`config.mk`:
```
export PLATFORM = sky130hd
export DESIGN_NAME = multi_ifetch_ir_flat
export DESIGN_NICKNAME = d
export VERILOG_FILES = /design/src/rtl/multi_ifetch_ir_if.sv /design/src/rtl/multi_ifetch_ir.sv /design/src/flat_wrapper.sv
export SDC_FILE = /design/constraint.sdc
export NUM_CORES = 1
export LEC_CHECK = 0
export BUFFER_PORTS_ARGS = -buffer_cell sky130_fd_sc_hd__buf_2
export CAP_MARGIN = 20
export CORE_ASPECT_RATIO = 1.5
export CORE_UTILIZATION = 38
export CTS_CLUSTER_DIAMETER = 50
export DETAILED_ROUTE_END_ITERATION = 8
export HOLD_SLACK_MARGIN = 0.1
export PLACE_DENSITY = 0.85
export SLEW_MARGIN = 0
export SYNTH_ARGS = -nofsm -noshare
export SYNTH_HDL_FRONTEND = slang
export SYNTH_SLANG_ARGS = --single-unit
export TNS_END_PERCENT = 1
```
`constraint.sdc`:
```
create_clock -name clk -period 1.5 [get_ports clk]
set_input_delay 0.3 -clock clk [delete_from_list [all_inputs] [get_ports clk]]
set_output_delay 0.3 -clock clk [all_outputs]
set_load 0.02 [all_outputs]
```
`src/rtl/multi_ifetch_ir_if.sv`:
```
// Instruction-memory read bus: one-word level request / single-cycle ack.
// The fetch unit is the master; the instruction memory is the slave.
interface multi_ifetch_ir_if #(
   parameter int ADDR_W = 32
);
   logic              mem_req;
   logic [ADDR_W-1:0] mem_addr;
   logic              mem_ack;
   logic [31:0]       mem_rdata;

   modport master (
      output mem_req,
      output mem_addr,
      input  mem_ack,
      input  mem_rdata
   );

   modport slave (
      input  mem_req,
      input  mem_addr,
      output mem_ack,
      output mem_rdata
   );
endinterface

```
`src/rtl/multi_ifetch_ir.sv`:
```
// Instruction fetch + instruction register for the multi-cycle CPU.
// A fetch command issues one word read over the req/ack bus; the returned
// word is latched into the IR and split into MIPS fields.
// Optional feature: define FETCH_TIMEOUT_EN to abort a fetch that receives
// no ack within TIMEOUT_CYCLES cycles of waiting.
module multi_ifetch_ir #(
   parameter int          ADDR_W         = 32,
   parameter logic [31:0] RESET_INSTR    = 32'h0000_0000,
   parameter int          TIMEOUT_CYCLES = 16
) (
   input  logic              clk,
   input  logic              rst_n,
   input  logic              fetch_start,
   input  logic [ADDR_W-1:0] pc_in,
   multi_ifetch_ir_if.master mem,
   output logic [31:0]       instr,
   output logic              ir_valid,
   output logic              busy,
   output logic              fetch_err,
   output logic [5:0]        opcode,
   output logic [4:0]        rs,
   output logic [4:0]        rt,
   output logic [4:0]        rd,
   output logic [4:0]        shamt,
   output logic [5:0]        funct,
   output logic [15:0]       imm16,
   output logic [25:0]       jaddr
);

   typedef enum logic {
      S_IDLE = 1'b0,
      S_WAIT = 1'b1
   } state_t;

   state_t            state_q;
   logic [31:0]       instr_q;
   logic              req_q;
   logic [ADDR_W-1:0] addr_q;
   logic              ir_valid_q;
   logic              err_q;

`ifdef FETCH_TIMEOUT_EN
   localparam int CNT_W = $clog2(TIMEOUT_CYCLES + 1);
   localparam logic [CNT_W-1:0] CNT_LAST = CNT_W'(TIMEOUT_CYCLES - 1);
   logic [CNT_W-1:0] cnt_q;
`endif

   // Fetch FSM: issues the request, captures the ack data, flags errors
   always_ff @(posedge clk or negedge rst_n) begin
      if (!rst_n) begin
         state_q    <= S_IDLE;
         instr_q    <= RESET_INSTR;
         req_q      <= 1'b0;
         addr_q     <= '0;
         ir_valid_q <= 1'b0;
         err_q      <= 1'b0;
`ifdef FETCH_TIMEOUT_EN
         cnt_q      <= '0;
`endif
      end else begin
         // status strobes are single-cycle pulses by default
         ir_valid_q <= 1'b0;
         err_q      <= 1'b0;
         case (state_q)
            S_IDLE: begin
               // mem_ack arriving here is stray and deliberately ignored
               if (fetch_start) begin
                  if (pc_in[1:0] == 2'b00) begin
                     addr_q  <= pc_in;
                     req_q   <= 1'b1;
                     state_q <= S_WAIT;
`ifdef FETCH_TIMEOUT_EN
                     cnt_q   <= '0;
`endif
                  end else begin
                     // misaligned word address: reject without touching the bus
                     err_q <= 1'b1;
                  end
               end
            end
            S_WAIT: begin
               // fetch_start is ignored while a fetch is outstanding; an ack
               // takes priority over an expiring timeout
               if (mem.mem_ack) begin
                  instr_q    <= mem.mem_rdata;
                  req_q      <= 1'b0;
                  ir_valid_q <= 1'b1;
                  state_q    <= S_IDLE;
               end
`ifdef FETCH_TIMEOUT_EN
               else if (cnt_q == CNT_LAST) begin
                  req_q   <= 1'b0;
                  err_q   <= 1'b1;
                  state_q <= S_IDLE;
               end else begin
                  cnt_q <= cnt_q + 1'b1;
               end
`endif
            end
            default: begin
               state_q <= S_IDLE;
               req_q   <= 1'b0;
            end
         endcase
      end
   end

   // Registered outputs and combinational field slices of the IR
   always_comb begin
      mem.mem_req  = req_q;
      mem.mem_addr = addr_q;
      instr        = instr_q;
      ir_valid     = ir_valid_q;
      busy         = (state_q == S_WAIT);
      fetch_err    = err_q;
      opcode       = instr_q[31:26];
      rs           = instr_q[25:21];
      rt           = instr_q[20:16];
      rd           = instr_q[15:11];
      shamt        = instr_q[10:6];
      funct        = instr_q[5:0];
      imm16        = instr_q[15:0];
      jaddr        = instr_q[25:0];
   end

endmodule
```
`src/flat_wrapper.sv`:
```
// flat-port wrapper written by rule: the top's interface ports become plain ports
module multi_ifetch_ir_flat 
#(
   parameter int          ADDR_W         = 32,
   parameter logic [31:0] RESET_INSTR    = 32'h0000_0000,
   parameter int          TIMEOUT_CYCLES = 16
)
  (clk, rst_n, fetch_start, pc_in, instr, ir_valid, busy, fetch_err, opcode, rs, rt, rd, shamt, funct, imm16, jaddr, mem_mem_req, mem_mem_addr, mem_mem_ack, mem_mem_rdata);
  multi_ifetch_ir_if #(.ADDR_W(ADDR_W)) mem_i ();
  input  logic clk;
  input  logic rst_n;
  input  logic fetch_start;
  input  logic [ADDR_W-1:0] pc_in;
  output logic [31:0] instr;
  output logic ir_valid;
  output logic busy;
  output logic fetch_err;
  output logic [5:0] opcode;
  output logic [4:0] rs;
  output logic [4:0] rt;
  output logic [4:0] rd;
  output logic [4:0] shamt;
  output logic [5:0] funct;
  output logic [15:0] imm16;
  output logic [25:0] jaddr;
  output wire logic [$bits(mem_i.mem_req)-1:0] mem_mem_req;
  output wire logic [$bits(mem_i.mem_addr)-1:0] mem_mem_addr;
  input wire logic [$bits(mem_i.mem_ack)-1:0] mem_mem_ack;
  input wire logic [$bits(mem_i.mem_rdata)-1:0] mem_mem_rdata;
  assign mem_mem_req = mem_i.mem_req;
  assign mem_mem_addr = mem_i.mem_addr;
  assign mem_i.mem_ack = mem_mem_ack;
  assign mem_i.mem_rdata = mem_mem_rdata;
  multi_ifetch_ir #(.ADDR_W(ADDR_W), .RESET_INSTR(RESET_INSTR), .TIMEOUT_CYCLES(TIMEOUT_CYCLES)) u_core (.clk(clk), .rst_n(rst_n), .fetch_start(fetch_start), .pc_in(pc_in), .mem(mem_i), .instr(instr), .ir_valid(ir_valid), .busy(busy), .fetch_err(fetch_err), .opcode(opcode), .rs(rs), .rt(rt), .rd(rd), .shamt(shamt), .funct(funct), .imm16(imm16), .jaddr(jaddr));
endmodule
```
# ---- Word-level counts from Yosys, hierarchy flattened
# Index checks and enable logic that the tools add are counted.
dict set report classes {
  eq_ne 3
  n_mux 13
  n_bitwise 1
  reduce_logical 4
}
# operator count
set op_table {}
lappend op_table {{two-way mux 1 bit} 11}
lappend op_table {{AND reduction 3 bit} 2}
lappend op_table {{!= test 2 bit, second input constant} 2}
lappend op_table {{one-hot mux 1 bit (2 select lines)} 2}
lappend op_table {{logical NOT 2 bit} 1}
lappend op_table {{!= test 2 x 1 -> 1 bit, second input constant} 1}
lappend op_table {{AND reduction 2 bit} 1}
lappend op_table {{inverter 1 bit} 1}
dict set report word_totals {
  register_bits 68
  inputBits 68
}

# ---- Depth between registers and ports, before layout
dict set report logic_depth {
  word_depth 4
  depth_mapped 3
  depth_no_buf 2
}

# ---- Worst setup path after synthesis
# Ideal clock, no wire load.
dict set report synth_timing {
  path_type {flip-flop to flip-flop}
  startpoint {register u_core.state_q (netlist: u_core.busy)}
  endpoint {register u_core.addr_q[19] (netlist: u_core.mem.mem_addr[19])}
  t_arrival_ns 1.533
  required_ns 1.375
  setup_slack_ns -0.158
  stages_incl_launch_ff 4
  synth_period_minus_slack_ns 1.658
  cell_sequence {dfrtp_1 > nor4b_4 > buf_6 > mux2_2}
}
dict set report synth_between {
  elab_chain_cells 2
}
# item line
set synth_lines {}
lappend synth_lines {{from (decl)} multi_ifetch_ir.sv:35} ;# state_t state_q;
lappend synth_lines {{from (signal assigned)} multi_ifetch_ir.sv:51} ;# state_q <= S_IDLE;
lappend synth_lines {{from (signal assigned)} multi_ifetch_ir.sv:71} ;# state_q <= S_WAIT;
lappend synth_lines {{from (signal assigned)} multi_ifetch_ir.sv:88} ;# state_q <= S_IDLE;
lappend synth_lines {{inverter 1 bit (no source line)} -}
lappend synth_lines {{AND reduction 3 bit (no source line)} -}
lappend synth_lines {{to (signal assigned)} multi_ifetch_ir.sv:69} ;# addr_q <= pc_in;
lappend synth_lines {{to (decl)} multi_ifetch_ir.sv:38} ;# logic [ADDR_W-1:0] addr_q;
# No other way between the ends.
# A chain may end at the register's enable or synchronous reset.

# ---- Worst setup path in the final report
dict set report layout_timing {
  startpoint {register u_core.state_q (netlist: u_core.busy)}
  endpoint {register u_core.addr_q[6] (netlist: u_core.mem.mem_addr[6])}
}
# Same word-level chain as after synthesis.

==> flow_metrics.py <==
metrics = {
    "setup_path": {
        "rr_startpoint": "u_core.busy",
        "slowest_delay_ps": 440,
        "startpoint": "u_core.busy",
        "critPathLaunchType": "flop",
        "cp_max_fo": 14,
        "crit_type": "reg -> reg",
        "crit_chain": "nor4b_4 > buf_6 > mux2_2",
        "critPathBufInv": 1,
        "crit_family": "flip-flops",
        "endpoint_kind": "flop",
        "slowest_stage": "dfrtp_2",
        "rrSetupSlack_ps": 50,
        "required_ps": 1700,
        "crit_arrival_ps": 1650,
    },
    "synthesis": {
        "synth_top_area_share_pct": 55.2,
        "yosys_most_used_dff": "dfrtp_1",
        "synth_top_cells_by_area": "dfrtp_1 55%, mux2_2 22%, buf_4 18%, buf_6 1.1%, nor4b_4 0.77%",
        "synth_edf_count": 0,
        "synth-async-reset-ratio_pct": 100,
        "synth_area_leader_cell": "dfrtp_1",
        "syn_area_mm2": 0.00308,
        "synth.avg_cell_area_um2": 14.0,
        "synthesis.nets": 289,
        "yosysWarnings": 0,
        "yosysSeqAreaShare_pct": 55.2,
        "synth_cells": 221,
        "ys_top_cells_by_count": "74 x buf_4, 68 x dfrtp_1, 60 x mux2_2",
        "synth_cell_types": 15,
        "synth_most_common_cell": "buf_4",
        "ys_ff_latch": 68,
    },
    "grt": {
        "grt_overflow_total": 0,
        "track_usage_pct": 14.5,
        "antenna_found_initial": 1,
        "grt_pass1_vias": 1922,
        "grt_first_pass_wirelength_mm": 9.04,
        "grt_max_degree": 69,
    },
    "die": {
        "floorplan.rows": 39,
        "die_w_um": 75.6,
        "io_pins": 210,
        "start_util_pct": 39.8,
        "die_area_mm2": 0.00849,
        "die_h_um": 112,
        "core_area_mm2": 0.00776,
    },
    "route": {
        "routedWlPerCell_um": 12.6,
        "m1WireLength_mm": 2.25,
        "postRouteAntennaNets": 0,
        "remaining_drc_errors": 0,
        "vias_per_cell": 4.35,
        "drt_wl_total_mm": 5.99,
        "dr.pass1.iters": 4,
        "wl_met3_um": 455,
        "top_layer": "met5",
        "first_iter_violations": 42,
        "dr_wl_met2_mm": 3.12,
        "via_count": 2069,
    },
    "sta": {
        "final_max_slew_viol_count": 0,
        "tightest_slew_ps": 366,
        "setup_viol_count_final": 0,
        "fin_skew_ps": 4.33,
        "hold-worst-slack_ps": 200,
        "fin_tns_setup_ps": 0,
        "finalCritPeriodShare_pct": 96.7,
        "relSlewSlack_pct": 75.6,
        "maxClockFrequency_mhz": 690,
        "rsz0062_at_grt": "yes",
        "setup_slack_ps": 49.9,
        "period_needed_ps": 1450,
        "hold_viol": 0,
    },
    "finish": {
        "final_core_util_pct": 52.6,
        "num_antenna_cells": 0,
        "fin_nets": 437,
        "drive_above_1_share_pct": 78.6,
        "syn_to_final_growth_pct": 32.4,
    },
    "clock_tree": {
        "htree_levels": 3,
        "cts.clk_slew.worst_paths_ps": 50,
        "cts_tree": "done",
        "cts_max_path_buffers": 2,
        "clock_sinks": 68,
        "numCtsBuffers": 9,
        "cts-root-buf": "clkbuf_16",
        "clk_latency_ps": 320,
    },
    "worst_hold_path": {
        "min_from": "pc_in[9]",
        "hold_path_class": "in -> reg",
    },
    "job": {
        "maxCapViolations": 0,
    },
    "pwr": {
        "cellPowerDensity_mw_per_mm2": 1910,
        "ir_drop_mv": 0.880,
        "leakagePower_nw": 2.19,
    },
    "place": {
        "io_buffers": 209,
        "hpwl_mm": 4.69,
        "pre_cts_ws_ps": -13.5,
        "routabilityCongestion": 0.769,
    },
    "run_status": {
        "outcome": "finished, final reports clean",
    },
}
[cell type report]
type	count	area, um2
Timing Repair Buffer	217	1150
Sequential cell	68	1700
Clock buffer	11	243
Inverter	2	7.51
Multi-Input combinational cell	71	774
Clock inverter	5	75.1
Tap cell	102	128
Fill cell	661	3670
[cell usage in the layout, fill, tap and decap left out, drive strengths merged]
master	n
nor3b	1
a21o	1
nand2	1
inv	2
buf	216
dlygate4sd3	1
mux2	62
nor4b	1
clkinv	3
a21boi	1
nor2	1
dfrtp	68
clkbuf	11
nor2b	2
or2	1
bufinv	2
[worst paths after layout]
path,endpoint,cells after the start
worst max-delay path,u_core.mem.mem_addr[6],3
worst min-delay path,u_core.mem.mem_addr[9],2
worst max register to register,u_core.mem.mem_addr[6],3
worst min register to register,u_core.mem.mem_addr[0],1
max in group asynchronous,u_core.instr[14],3
min in group asynchronous,u_core.instr[5],3
[per-layer routing]
metal,track usage (%),up-vias
met5,0,-
met4,8.89,2
met3,4.04,13
met2,24.5,115
met1,15.4,984
li1,-,955
[report_power, final]
| part | switching [mW] | internal, mW |
|---|---|---|
| combinational | 1.89 | 1.11 |
| sequential | 0.324 | 2.29 |
| clock | 0.702 | 1.49 |
[worst reg2reg max path, stage by stage (launching register included)]
cell and delay [ps]:
dfrtp_2 440, nor4b_4 310, buf_6 220, mux2_2 350
[registers in the layout (all words and copies together), names as in the netlist]
register             count
u_core.mem.mem_req       1
u_core.mem.mem_addr     32
u_core.busy              1
u_core.ir_valid          1
u_core.instr            32
u_core.fetch_err         1
[through the flow]
step	cells	total power, mW	cell area, um2
floorplan	221	5.25	3090
global placement	459	5.62	3740
detailed placement	459	5.68	3740
CTS	476	7.92	4070
global route	476	8.26	4080
finish	476	7.81	4080
[cell families after synthesis]
| logic type | share of synthesized area, % |
|---|---|
| compound gates | 0.487 |
| buf+inv | 19.8 |
| flops | 55.2 |
| simple gates | 1.87 |
| mux | 22.6 |
[what timing repair did]
| action | 4_1_cts | 5_1_grt |
|---|---|---|
| setup endpoints to repair | 0 | 25 |
| buffers inserted | 0 | 0 |
| gates resized for setup | 0 | 3 |
| hold endpoints to repair | 68 | 0 |
| hold buffers | 1 | 0 |
No activity file was read; power rests on OpenSTA's default activity.
